**config.mk**
```make
export PLATFORM = sky130hd
export DESIGN_NAME = tictactoe
export DESIGN_NICKNAME = d
export VERILOG_FILES = /design/src/rtl/tictactoe.sv
export SDC_FILE = /design/constraint.sdc
export NUM_CORES = 1
export LEC_CHECK = 0
export ABC_CLOCK_PERIOD_IN_PS = 3000
export CORE_AREA = 2 2 78 43
export DETAILED_ROUTE_END_ITERATION = 10
export DIE_AREA = 0 0 80 45
export PLACE_DENSITY = 0.85
export SYNTH_ARGS = -nofsm -noshare
export SYNTH_HDL_FRONTEND = slang
export SYNTH_SLANG_ARGS = --single-unit
```
**constraint.sdc**
```tcl
create_clock -name clk -period 3 [get_ports clk]
set_input_delay 0.6 -clock clk [delete_from_list [all_inputs] [get_ports clk]]
set_output_delay 0.6 -clock clk [all_outputs]
set_load 0.02 [all_outputs]
```
**src/rtl/tictactoe.sv**
```systemverilog
// Tic-tac-toe referee: enforces turn order, latches legal moves into a sticky
// board, and flags wins, draws and win LEDs for a switch/LED game board.
module tictactoe #(
    parameter int unsigned BLINK_LOG2 = 0
) (
    input  logic       clk,
    input  logic       rst1,
    input  logic       rst2,
    input  logic [8:0] player1,
    input  logic [8:0] player2,
    output logic       reset,
    output logic [8:0] p1out,
    output logic [8:0] p2out,
    output logic       p1win,
    output logic       p2win,
    output logic       led1win,
    output logic       led2win,
    output logic       done
);

    typedef enum logic [1:0] {
        StP1Turn,
        StP2Turn,
        StOver
    } state_e;

    state_e     state_q, state_d;
    logic [8:0] p1_d, p2_d;
    logic [8:0] occ, new1, new2;

    function automatic logic has_line(input logic [8:0] b);
        return (&b[8:6]) | (&b[5:3]) | (&b[2:0]) |
               (b[8] & b[5] & b[2]) | (b[7] & b[4] & b[1]) | (b[6] & b[3] & b[0]) |
               (b[8] & b[4] & b[0]) | (b[6] & b[4] & b[2]);
    endfunction

    function automatic logic exactly_one(input logic [8:0] v);
        return (v != 9'd0) && ((v & (v - 9'd1)) == 9'd0);
    endfunction

    assign reset = rst1 | rst2;
    assign occ   = p1out | p2out;
    assign new1  = player1 & ~occ;
    assign new2  = player2 & ~occ;
    assign p1win = has_line(p1out);
    assign p2win = has_line(p2out);
    assign done  = p1win | p2win | (occ == 9'h1FF);

    // A finished board is frozen: done takes priority over any pending move.
    always_comb begin
        state_d = state_q;
        p1_d    = p1out;
        p2_d    = p2out;
        unique case (state_q)
            StP1Turn: begin
                if (done) begin
                    state_d = StOver;
                end else if (exactly_one(new1)) begin
                    p1_d    = p1out | new1;
                    state_d = StP2Turn;
                end
            end
            StP2Turn: begin
                if (done) begin
                    state_d = StOver;
                end else if (exactly_one(new2)) begin
                    p2_d    = p2out | new2;
                    state_d = StP1Turn;
                end
            end
            StOver: begin
            end
            default: state_d = StP1Turn;
        endcase
    end

    always_ff @(posedge clk or posedge reset) begin
        if (reset) begin
            state_q <= StP1Turn;
            p1out   <= 9'd0;
            p2out   <= 9'd0;
        end else begin
            state_q <= state_d;
            p1out   <= p1_d;
            p2out   <= p2_d;
        end
    end

    if (BLINK_LOG2 == 0) begin : g_steady
        assign led1win = p1win;
        assign led2win = p2win;
    end else begin : g_blink
        logic [BLINK_LOG2-1:0] cnt_q;

        always_ff @(posedge clk or posedge reset) begin
            if (reset) begin
                cnt_q <= '0;
            end else begin
                cnt_q <= cnt_q + 1'b1;
            end
        end

        assign led1win = p1win & cnt_q[BLINK_LOG2-1];
        assign led2win = p2win & cnt_q[BLINK_LOG2-1];
    end

endmodule

```
==> impl_metrics.yaml <==
run_status:
  status: "finished clean"
synth:
  synth-edff-count: 0
  synth_top_area_share: 0.380
  yosys_register_bits: 20
  synth_compound_area_frac: 0.298
  syn_nets: 167
  synthMuxAreaShare: 0
  postSynth.asyncResetShare: 1.00
  synth_cell_types: 40
  ys_seq_area_frac: 0.380
  syn-instance-count: 146
  ys_warn_count: 0
  synth_fa_ha_area_frac: 0
  synth_top_family_by_area: "compound AO/OA/AOI/OAI gates"
  synth_flop_cell: "dfrtp_1"
  synth.avg_cell_area_um2: 9.03
  synth-xor-area-share: 0.00664
  syn_area_um2: 1320
  synth_area_leader_cell: "dfrtp_1"
  synth_area_leaders: "dfrtp_1, a22oi_1, nand2_1, a31o_2, o41ai_1"
  synth_simple_gate_area_frac: 0.262
layout:
  area_growth_pct: 41.1
  diodes: 0
  final_cell_area_um2: 1860
  final_nets: 216
  drive_gt1_frac: 0.161
timing:
  finalSetupViolCount: 0
  final.period_utilization: 0.890
  tightestPinTransition_ns: 0.573
  hold_viol_final: 0
  period_minus_slack_ns: 2.67
  finalSetupTns_ns: 0
  fmax_mhz: 374
  slew_violations: 0
  slew-limit-headroom: 0.615
  holdWs_ns: 0.470
  fin_worst_skew_ns: 0.00440
  rsz0062_at_grt: "false"
critical_path:
  path_max_fanout: 7
  rrSetupSlack_ns: 0.48
  cp.arrival_ns: 2.07
  rr_startpoint: "p2out[2]"
  critPathKind: "reg -> out"
  start_kind: "flip-flop"
  cp.required_ns: 2.40
  reg2reg_depth: 6
  r2r-end: "p2out[1]"
  endpoint_kind: "primary output"
clocking:
  cts.clk_slew.worst_paths_ns: 0.07
  clk_latency_ns: 0.26
  post-cts-setup-buffer-count: 0
  cts_tree: "yes"
  root_buffer: "clkbuf_8"
  htree_levels: 1
  numCtsBuffers: 3
  clock_sinks: 20
  clk_path_buf_depth: 2
hold_path:
  holdPathEnd: "state_q[1]"
  hp-class: "reg -> reg"
  min_path_cells: 1
  holdCritStartpoint: "state_q[1]"
power_and_ir_drop:
  p_switching_w: 0.000105
  power_w: 0.000492
  p_leak_nw: 0.804
  vdd_drop_max_uv: 181
  power_density_nw_per_um2: 264
  p_int_w: 0.000387
  netSwitchingFraction: 0.214
  clockPowerShare: 0.362
  power_frac_comb: 0.090
  p_seq_frac: 0.548
routing:
  drt_iter0_markers: 254
  routedWlPerCell_um: 18.7
  routed_wl_um: 4360
  drc_errors: 0
  ant_nets: 0
  vias_per_cell: 6.46
  dr.pass1.iters: 5
  num_vias: 1506
floorplanning:
  die_height_um: 45
  initial_utilization: 0.459
  ios: 45
  die_area_um2: 3600
  die_width_um: 80
  coreArea_um2: 2870
  row_count: 14
placement:
  io_buffers: 44
  dp_hpwl_um: 3390
  place_congestion: 0.937
  placed_area_um2: 1810
global_route:
  antenna_found_initial: 0
  grt_usage: 0.254
  grt_pass1_vias: 1389
  grt_max_degree: 21
  grt_pass1_wl_um: 6810
  grt_overflow: 0
flow_run:
  drv_cap: 0
==> cell usage after synthesis, drive strengths merged (2+ instances only) <==
| cell | instances |
|---|---|
| dfrtp | 20 |
| nand2 | 20 |
| nor2 | 12 |
| a22oi | 10 |
| inv | 10 |
| nor3b | 8 |
| a31o | 7 |
| o41ai | 7 |
| nand4 | 6 |
| a21oi | 5 |
| a22o | 4 |
| a21o | 3 |
| buf | 3 |
| nand2b | 3 |
| o21ai | 3 |
| a211o | 2 |
| and2 | 2 |
| clkbuf | 2 |
| nor2b | 2 |
| nor4 | 2 |
| o31ai | 2 |
| or3 | 2 |
==> sequential cells by signal (all words and copies together) (netlist names) <==
name and flops:
p2out 9, p1out 9, state_q 2
==> critical path, stage by stage (launching register included) <==
cell            delay [ns]
dfrtp_1               0.48
a22oi_1               0.22
o22a_1                0.16
o221ai_1              0.22
or3_2                 0.50
dlymetal6s2s_1        0.22
==> layout make-up <==
type	instances	area, um2
clock buffers	3	41.3
multi-input cells	111	747
flip-flops and latches	20	504
fillers	240	1010
inverters	10	37.5
well taps	40	50.0
repair buffers	49	480
==> power by group through the flow <==
stage                      logic [W]  registers (W)  clock network, W
after floorplan           0.00000834       0.000275                 0
after global placement     0.0000434       0.000275                 0
after detailed placement   0.0000437       0.000275                 0
after CTS                  0.0000441       0.000269          0.000180
after global routing       0.0000472       0.000269          0.000192
final                      0.0000443       0.000269          0.000178
==> worst max-delay path by stage <==
stage	end	startpoint	slack (ns)	cells after the start
after global placement	p1out[2]	player1[1]	0.23	8
after detailed placement	p1out[0]	player1[1]	0.21	8
after global routing	done	p2out[2]	0.25	5
after CTS	done	p1out[1]	0.01	5
after floorplan	reset	rst2	0.52	2
final	done	p2out[2]	0.33	5
==> cell usage in the layout, fill, tap and decap left out, drive strengths merged, types with 2 or more instances in the layout <==
cell            n
clkdlybuf4s50  43
or3             2
o21ai           3
dfrtp          20
a22oi          10
nand2b          3
inv            10
a211o           2
a31o            7
nor4            2
and2            2
o41ai           7
nand4           6
a22o            4
nand2          20
a21o            3
a21oi           5
o31ai           2
clkbuf          3
buf             5
nor2           12
nor2b           2
nor3b           8
==> metrics by stage <==
stage	std cells	util	worst slack, ns
after global routing	233	0.648	0.250
after floorplan	146	-	0.520
after detailed placement	230	0.631	0.206
after CTS	233	0.647	0.0112
final	233	0.648	0.329
after global placement	230	0.631	0.227
==> metal layers <==
layer	vias up	global-route usage	wire length, um
li1	659	-	-
met1	696	0.338	1780
met2	123	0.373	1780
met3	28	0.110	647
met4	0	0.0915	153
met5	-	0	0
==> what timing repair did <==
item	4_1_cts	5_1_grt
gates resized for setup	3	1
hold buffers	0	0
endpoints found under the setup margin	1	1
gates cloned	0	0
==> cells by family after synthesis <==
kind of cell	after synthesis
AO/OA/AOI/OAI	49
flip-flops	20
XOR/XNOR	1
buffers and inverters	15
AND/OR/NAND/NOR	61
No activity file was read; power rests on OpenSTA's default activity.
